**src/rtl/uart_pkg.sv**
```systemverilog
// Shared UART definitions: parity modes, transmitter states and the minimum
// bit-period divisor, reused by the transmitter and the future receiver.
package uart_pkg;

  typedef enum logic [1:0] {
    PAR_NONE = 2'd0,
    PAR_ODD  = 2'd1,
    PAR_EVEN = 2'd2
  } parity_t;

  typedef enum logic [2:0] {
    IDLE,
    START,
    DATA,
    PARITY,
    STOP
  } uart_tx_state_t;

  localparam int UART_MIN_DIV = 2;

  // Even parity is the plain XOR of the data bits; odd parity is its inverse.
  function automatic logic parity_bit(parity_t mode, logic data_xor);
    return (mode == PAR_ODD) ? ~data_xor : data_xor;
  endfunction

endpackage

```
**src/rtl/uart_tx_cfg_baud_tick.sv**
```systemverilog
// Loadable bit-period down-counter; strobes o_bit_end on the last cycle of
// every bit. The divisor is sampled only when i_load restarts the count.
module uart_baud_tick
  import uart_pkg::*;
#(
  parameter int DIV_W = 16
) (
  input  logic             clk,
  input  logic             rst,
  input  logic             i_load,
  input  logic             i_en,
  input  logic [DIV_W-1:0] i_div,
  output logic             o_bit_end
);

  logic [DIV_W-1:0] r_cnt;
  logic [DIV_W-1:0] r_reload;
  logic [DIV_W-1:0] w_eff_m1;

  // Divisors below the minimum are clamped so every bit spans at least two cycles.
  assign w_eff_m1 = (i_div < DIV_W'(UART_MIN_DIV)) ? DIV_W'(UART_MIN_DIV - 1)
                                                   : i_div - DIV_W'(1);

  assign o_bit_end = i_en && (r_cnt == '0);

  always_ff @(posedge clk) begin
    if (rst) begin
      r_cnt    <= '0;
      r_reload <= '0;
    end else if (i_load) begin
      r_cnt    <= w_eff_m1;
      r_reload <= w_eff_m1;
    end else if (i_en) begin
      if (r_cnt == '0) begin
        r_cnt <= r_reload;
      end else begin
        r_cnt <= r_cnt - DIV_W'(1);
      end
    end
  end

endmodule

```
**src/rtl/uart_tx_cfg.sv**
```systemverilog
// UART transmitter with a single-entry AXI-Stream holding register; frames are
// sent LSB-first and queued words follow each other with no idle gap.
module uart_tx_cfg #(
  parameter int DATA_W    = 8,
  parameter int PARITY    = 0,
  parameter int STOP_BITS = 1,
  parameter int DIV_W     = 16
) (
  input  logic              clk,
  input  logic              rst,
  input  logic [DIV_W-1:0]  baud_div,
  input  logic [DATA_W-1:0] s_axis_tdata,
  input  logic              s_axis_tvalid,
  output logic              s_axis_tready,
  output logic              tx_data,
  output logic              tx_busy,
  output logic              tx_done
);
  import uart_pkg::*;

  localparam parity_t PAR_MODE = parity_t'(2'(PARITY));
  localparam int      IDX_W    = $clog2(DATA_W);

  uart_tx_state_t    r_state;
  logic [DATA_W-1:0] r_hold;
  logic              r_hold_full;
  logic              r_ready;
  logic [DATA_W-1:0] r_shift;
  logic [IDX_W-1:0]  r_idx;
  logic              r_stop_cnt;
  logic              r_par;
  logic              r_tx;
  logic              r_done;

  logic w_accept;
  logic w_bit_end;
  logic w_last_stop;
  logic w_load;
  logic w_en;

  assign w_accept    = s_axis_tvalid && r_ready;
  assign w_last_stop = (r_stop_cnt == 1'(STOP_BITS - 1));
  assign w_en        = (r_state != IDLE);
  assign w_load      = r_hold_full &&
                       ((r_state == IDLE) ||
                        ((r_state == STOP) && w_bit_end && w_last_stop));

  uart_baud_tick #(
    .DIV_W (DIV_W)
  ) u_tick (
    .clk       (clk),
    .rst       (rst),
    .i_load    (w_load),
    .i_en      (w_en),
    .i_div     (baud_div),
    .o_bit_end (w_bit_end)
  );

  always_ff @(posedge clk) begin
    if (rst) begin
      r_state     <= IDLE;
      r_hold      <= '0;
      r_hold_full <= 1'b0;
      r_ready     <= 1'b1;
      r_shift     <= '0;
      r_idx       <= '0;
      r_stop_cnt  <= 1'b0;
      r_par       <= 1'b0;
      r_tx        <= 1'b1;
      r_done      <= 1'b0;
    end else begin
      r_done <= 1'b0;

      // tready is low whenever the hold is full, so a fill and a load never collide.
      if (w_accept) begin
        r_hold      <= s_axis_tdata;
        r_hold_full <= 1'b1;
        r_ready     <= 1'b0;
      end else if (w_load) begin
        r_hold_full <= 1'b0;
        r_ready     <= 1'b1;
      end

      case (r_state)
        IDLE: begin
          r_tx <= 1'b1;
        end
        START: begin
          if (w_bit_end) begin
            r_state <= DATA;
            r_idx   <= '0;
            r_tx    <= r_shift[0];
          end
        end
        DATA: begin
          if (w_bit_end) begin
            if (r_idx == IDX_W'(DATA_W - 1)) begin
              if (PAR_MODE != PAR_NONE) begin
                r_state <= uart_pkg::PARITY;
                r_tx    <= r_par;
              end else begin
                r_state    <= STOP;
                r_stop_cnt <= 1'b0;
                r_tx       <= 1'b1;
              end
            end else begin
              r_idx   <= r_idx + IDX_W'(1);
              r_shift <= r_shift >> 1;
              r_tx    <= r_shift[1];
            end
          end
        end
        uart_pkg::PARITY: begin
          if (w_bit_end) begin
            r_state    <= STOP;
            r_stop_cnt <= 1'b0;
            r_tx       <= 1'b1;
          end
        end
        STOP: begin
          if (w_bit_end) begin
            if (w_last_stop) begin
              r_done  <= 1'b1;
              r_state <= IDLE;
              r_tx    <= 1'b1;
            end else begin
              r_stop_cnt <= 1'b1;
            end
          end
        end
        default: begin
          r_state <= IDLE;
          r_tx    <= 1'b1;
        end
      endcase

      // A frame load overrides the case above, both from IDLE and from the last stop bit.
      if (w_load) begin
        r_shift <= r_hold;
        r_par   <= parity_bit(PAR_MODE, ^r_hold);
        r_state <= START;
        r_tx    <= 1'b0;
      end
    end
  end

  assign s_axis_tready = r_ready;
  assign tx_data       = r_tx;
  assign tx_done       = r_done;
  assign tx_busy       = (r_state != IDLE) || r_hold_full;

endmodule

```
**config.mk**
```make
export PLATFORM = sky130hd
export DESIGN_NAME = uart_tx_cfg
export DESIGN_NICKNAME = d
export VERILOG_FILES = /design/src/rtl/uart_pkg.sv /design/src/rtl/uart_tx_cfg_baud_tick.sv /design/src/rtl/uart_tx_cfg.sv
export SDC_FILE = /design/constraint.sdc
export NUM_CORES = 1
export LEC_CHECK = 0
export ABC_CLOCK_PERIOD_IN_PS = 6600
export BUFFER_PORTS_ARGS = -buffer_cell sky130_fd_sc_hd__buf_4
export CAP_MARGIN = 20
export CORE_AREA = 2 2 82 84
export DETAILED_ROUTE_END_ITERATION = 6
export DIE_AREA = 0 0 84 86
export HOLD_SLACK_MARGIN = 0.12
export PLACE_DENSITY = 0.72
export SLEW_MARGIN = 20
export SYNTH_ARGS = -nofsm -noshare
export SYNTH_HDL_FRONTEND = slang
export SYNTH_SLANG_ARGS = --single-unit
```
**constraint.sdc**
```tcl
create_clock -name clk -period 6.6 [get_ports clk]
set_clock_uncertainty 0.2 [all_clocks]
set_input_delay 0.33 -clock clk [delete_from_list [all_inputs] [get_ports clk]]
set_output_delay 0.33 -clock clk [all_outputs]
set_load 0.05 [all_outputs]
```
* Yosys cells after proc, flatten, opt, wreduce, memory -nomap -nowiden
Cells that the tools add are included.
** Cells by class
- Add/sub/neg operators :: 3
- $lt $le $gt $ge :: 1
- Equal/unequal tests :: 20
- Muxes and demuxes :: 39
- Bitwise operators :: 4
- Reduce and logical (&&, ||, !) cells :: 24
** Operators with widths (count)
- two-way mux 16 bit :: 4
- two-way mux 8 bit :: 4
- subtractor 16 x 1 -> 16 bit, second input constant :: 2
- two-way mux 3 bit :: 9
- two-way mux 1 bit :: 18
- inequality test 3 x 2 -> 1 bit, second input constant :: 6
- logical NOT 16 bit :: 1
- less-than comparator 16 x 2 -> 1 bit, second input constant :: 1
- case mux 3 bit (5 select lines) :: 1
- inequality test 2 bit, second input constant :: 7
- AND reduction 7 bit :: 2
- AND reduction 5 bit :: 2
- nonzero test 2 bit :: 5
- equality test 3 x 2 -> 1 bit, second input constant :: 2
- equality test 3 bit, second input constant :: 2
- case mux 3 bit (2 select lines) :: 1
- nonzero test 3 bit :: 2
- logical AND 1 bit :: 5
- inequality test 2 x 1 -> 1 bit, second input constant :: 2
- NOT 1 bit :: 4
- case mux 1 bit (4 select lines) :: 1
- AND reduction 4 bit :: 1
- adder 3 x 1 -> 3 bit, second input constant :: 1
- equality test 3 x 1 -> 1 bit, second input constant :: 1
- other kinds (6) :: 7
** Word-level totals
- Register bits after elaboration :: 59
- Input bits :: 27
- Output and inout port bits :: 4
- Logic and storage cells :: 103

* Depth between registers and ports, before layout
- Depth in word-level cells :: 8
- Depth in mapped cells :: 9
- Mapped depth without buffers :: 7

* Modules after synthesis
From an unflattened synthesis, not the netlist that was laid out.
** Unflattened totals
- Cell total of the unflattened synthesis :: 395
- Area, all modules :: 3168.0 sq um
** By module, submodules not included
- uart_baud_tick :: times used 1, cells an instance 258, area an instance 2010.7 sq um, seq. area each 640.6 sq um
- uart_tx_cfg :: times used 1, cells an instance 137, area an instance 1157.4 sq um, seq. area each 520.5 sq um

* Least setup slack after synthesis
No wires, ideal clock.
- Path kind :: register to register
- Start point :: register r_state[1]
- End point :: register u_tick.r_cnt[1]
- Setup time :: 163 ps
- Data arrival time :: 1921 ps
- Required time :: 6237 ps
- Slack :: 4316 ps
- Cell stages (with the launch flop) :: 9
- Buffers on the path :: 3
- Period minus slack after synthesis :: 2284 ps
- Path through :: dfxtp_1 -> clkbuf_1 -> or3_1 -> clkbuf_1 -> nor2_1 -> inv_2 -> clkbuf_1 -> o21ai_0 -> a31oi_1
** On the way
- Longest elaborated chain between the ends :: 7
- Elaborated cells on any way between the ends :: 10
- Those cells by class :: eq/ne (1); mux (1); reduce/logical (8)
** Ends and longest elaborated chain
- from (decl) :: RTL line uart_tx_cfg.sv:24 : uart_tx_state_t r_state;
- from (signal assigned) :: RTL line uart_tx_cfg.sv:99 : r_state <= uart_pkg::PARITY;
- nonzero test 3 bit :: RTL line uart_tx_cfg.sv:43 : assign w_en = (r_state != IDLE);
- logical AND 1 bit :: RTL line uart_tx_cfg_baud_tick.sv:24 : assign o_bit_end = i_en && (r_cnt == '0);
- logical AND 1 bit (2 in a row) :: RTL line uart_tx_cfg.sv:46 : ((r_state == STOP) && w_bit_end && w_last_stop));
- logical OR 1 bit :: RTL line uart_tx_cfg.sv:45 : ((r_state == IDLE) ||
- logical AND 1 bit :: RTL line uart_tx_cfg.sv:44 : assign w_load = r_hold_full &&
- two-way mux 16 bit / nonzero test 2 bit (equally long branches)
- to (signal assigned) :: RTL line uart_tx_cfg_baud_tick.sv:31 : r_cnt <= w_eff_m1;
- to (signal assigned) :: RTL line uart_tx_cfg_baud_tick.sv:35 : r_cnt <= r_reload;
- to (signal assigned) :: RTL line uart_tx_cfg_baud_tick.sv:37 : r_cnt <= r_cnt - DIV_W'(1);
- to (decl) :: RTL line uart_tx_cfg_baud_tick.sv:16 : logic [DIV_W-1:0] r_cnt;
Parallel ways exist; a longest one is shown, timed or not.
A chain may end at the register's enable or synchronous reset.

* Worst setup path after layout
- Start point :: register r_state[0]
- End point :: output port tx_busy
** On the way
- Longest elaborated chain between the ends :: 2
** Ends and longest elaborated chain
- nonzero test 3 bit :: RTL line uart_tx_cfg.sv:150 : assign tx_busy = (r_state != IDLE) || r_hold_full;
- logical OR 1 bit :: RTL line uart_tx_cfg.sv:150
- to (decl) :: RTL line uart_tx_cfg.sv:16 : output logic tx_busy,
No other way between the ends.

==> results.py <==
metrics = {
    "layout": {
        "multiInputGateArea_sq_um": 2028,
        "fin_area_sq_um": 3851,
        "final_cell_mix": "dfxtp_1, a21oi_1, nand2_1",
        "n_antenna_cell": 0,
        "regArea_sq_um": 1161,
        "fillCellCount": 561,
        "nNetsFinal": 473,
        "final_common_cell": "dfxtp_1",
        "areaGrowthSynthToFinish_pct": 14.81,
        "drive_gt1_share_pct": 16.11,
        "stdcell_count": 524,
        "fin_util_pct": 61.35,
    },
    "detailed_routing": {
        "dr.pass1.iters": 5,
        "wl_per_cell_microns": 17.25,
        "num_vias": 3387,
        "drtAntennaViolNets": 0,
        "finalWirelength_microns": 9038,
        "post-route-drc-count": 0,
        "vias_per_cell": 6.464,
        "drt_iter0_drc": 357,
    },
    "clocking": {
        "post_cts_resized": 0,
        "root_buffer": "clkbuf_8",
        "h-tree-depth": 3,
        "cts_buffers": 9,
        "cts_sinks": 58,
        "path_clk_slew_ns": 0.07,
        "cts.path.max_buffers": 2,
        "cts_tree": "done",
        "cts_setup_buffers": 0,
        "insertion_delay_ns": 0.34,
    },
    "timing": {
        "hold_viol_final": 0,
        "slew_headroom_pct": 39.99,
        "period_share_pct": 42.71,
        "holdWs_ns": 0.1607,
        "fmax_ghz": 0.3548,
        "finalSetupViolCount": 0,
        "maxSlewViolCount": 0,
        "tns_ns": 0,
        "max_slew.worst_pin.slew_ns": 0.8992,
        "rsz0062_at_grt": "false",
        "period_needed_ns": 2.819,
        "setup_slack_ns": 3.781,
    },
    "setup_path": {
        "slowest_delay_ns": 0.58,
        "rr_startpoint": "u_tick.r_cnt[0]$_SDFFE_PP0N_",
        "path_max_fanout": 18,
        "regToRegSetupSlack_ns": 3.84,
        "critical_path_required_ns": 6.07,
        "r2r_end": "u_tick.r_cnt[12]$_SDFFE_PP0N_",
        "worstPathCellList": "or3_1 > nor2_1 > inv_2 > buf_4",
        "startpoint_type": "register",
        "criticalPathCategory": "reg2out",
        "crit_path_top_delay_cell": "or3_1",
        "worstSetupEndpointType": "output port",
        "rr_worst_depth": 7,
        "arrival_ns": 2.29,
    },
    "min_path": {
        "min-delay-path-class": "in2reg",
        "hold_end": "u_tick.r_reload[8]$_SDFFE_PP0P_",
        "worstHoldStart": "baud_div[8]",
        "holdPathStages": 4,
    },
    "global_route": {
        "grt-ovfl-total": 0,
        "track_usage_pct": 26.43,
        "grt_max_degree": 48,
        "grt_pass1_wl_microns": 15200,
        "antenna_found_initial": 0,
        "first_global_vias": 3129,
    },
    "place": {
        "dp.cells": 500,
        "post-place-ws_ns": 3.909,
        "dp_hpwl_microns": 6223,
        "gp_congestion": 0.9395,
        "io_buffers": 30,
        "placed_cell_area_sq_um": 3562,
    },
    "run_status": {
        "status": "completed",
    },
    "yosys": {
        "synth_top_family_by_area": "compound AO/OA/AOI/OAI gates",
        "synth-compound-area-share_pct": 27.86,
        "ys_warn_count": 0,
        "synth_nets": 451,
        "syn_inst": 420,
        "yosysSeqAreaShare_pct": 34.61,
        "synthMuxAreaShare_pct": 0.6341,
        "post_synth_fa_ha_maj_area_fraction_pct": 1.492,
        "synth_simple_gate_area_share_pct": 25.51,
        "ys_types": 69,
        "synthTopCellsByArea": "dfxtp_1, a21oi_1, nand2_1",
        "yosysTopAreaCell": "dfxtp_1",
        "avgSynthCellArea_sq_um": 7.987,
        "ys_async_sr_fraction_pct": 0,
        "synth-xor-area-share_pct": 4.700,
        "synth_seq_cells": 58,
        "synth_edf_count": 0,
        "synthFlopType": "dfxtp_1",
        "synthesis.area_sq_um": 3354,
        "synth_top_cell_area_share_pct": 34.61,
    },
    "pwr": {
        "powerDensity_nw_per_um2": 278.0,
        "p_leak_nw": 1.351,
        "report.power.total_mw": 1.071,
        "ir_drop_mv": 0.1408,
    },
    "floorplan": {
        "coreArea_sq_um": 6277,
        "start_util_pct": 53.44,
        "die_area_sq_um": 7224,
        "die_x_microns": 84,
        "rows": 29,
        "pin_count": 31,
        "die_h_microns": 86,
    },
    "flow_run": {
        "drv_cap": 0,
    },
}
==> worst max-delay path: cells and delay by family (launching register included) <==
family | cells | cell delay (ns)
flops | 1 | 0.41
buf+inv | 2 | 0.51
simple gates | 2 | 1.03
==> cell usage after synthesis (3+ instances only) <==
library cell  number
dfxtp_1           58
a21oi_1           46
nand2_1           39
o21ai_0           26
clkbuf_1          20
nor2_1            19
nor3_1            18
nand3_1           14
o21ai_1           13
inv_1             10
nand4_1           10
or3_1             10
xor2_1            10
o22ai_1            8
xnor2_1            8
a32oi_1            7
nor4_1             7
o211ai_1           7
a31oi_1            5
buf_2              4
ha_1               4
o31ai_1            4
a211oi_1           3
a221oi_1           3
and2_1             3
and3_1             3
buf_4              3
nor2_2             3
nor4_2             3
==> area by class of cell <==
cell class,count,area share (%)
multi-input combinational,322,52.66
sequential,58,30.15
timing repair buffer,40,8.317
clock buffer,10,3.574
tap,77,2.502
clock inverter,6,1.722
inverter,11,1.072
==> flip-flops by register name, indices dropped and copies added (netlist names), 3 cells and up <==
| signal | flops |
|---|---|
| r_shift | 8 |
| u_tick.r_cnt | 16 |
| r_hold | 8 |
| r_state | 3 |
| u_tick.r_reload | 16 |
| r_idx | 3 |
==> logic make-up (layout without fill, tap and decap cells) <==
| group | count (synthesis) | after routing |
|---|---|---|
| simple gates | 150 | 150 |
| fa+ha+maj | 4 | 4 |
| mux | 2 | 2 |
| compound gates | 148 | 148 |
| flops | 58 | 58 |
| buf+inv | 40 | 67 |
| xor+xnor | 18 | 18 |
==> layer usage <==
metal	part of all wire [%]	global-route usage [%]
met2	46	41.09
met5	0	0
met4	2.4	11.73
met1	44	34.78
met3	7.5	6.833
==> power breakdown <==
| part | internal, mW | switching (mW) | total (mW) |
|---|---|---|---|
| sequential | 0.381 | 0.0366 | 0.417 |
| combinational | 0.118 | 0.199 | 0.317 |
| clock | 0.184 | 0.152 | 0.336 |
==> what timing repair did <==
action | CTS | global route
hold endpoints to repair | 8 | 0
endpoints found under the setup margin | 0 | 0
hold buffers | 8 | 0
==> how the worst max path moves through the flow <==
stage                                       from                       endpoint  slack (ns)
finish                   r_state[0]$_SDFFE_PP0P_                        tx_busy        3.78
global route        u_tick.r_cnt[1]$_SDFFE_PP0N_  u_tick.r_cnt[12]$_SDFFE_PP0N_        3.68
CTS                      r_state[0]$_SDFFE_PP0P_                        tx_busy        3.82
detailed placement  u_tick.r_cnt[0]$_SDFFE_PP0N_  u_tick.r_cnt[12]$_SDFFE_PP0N_        3.91
global placement    u_tick.r_cnt[0]$_SDFFE_PP0N_  u_tick.r_cnt[12]$_SDFFE_PP0N_        3.99
floorplan                r_state[1]$_SDFFE_PP0P_   u_tick.r_cnt[1]$_SDFFE_PP0N_        4.32
(Power assumes the default switching activity.)
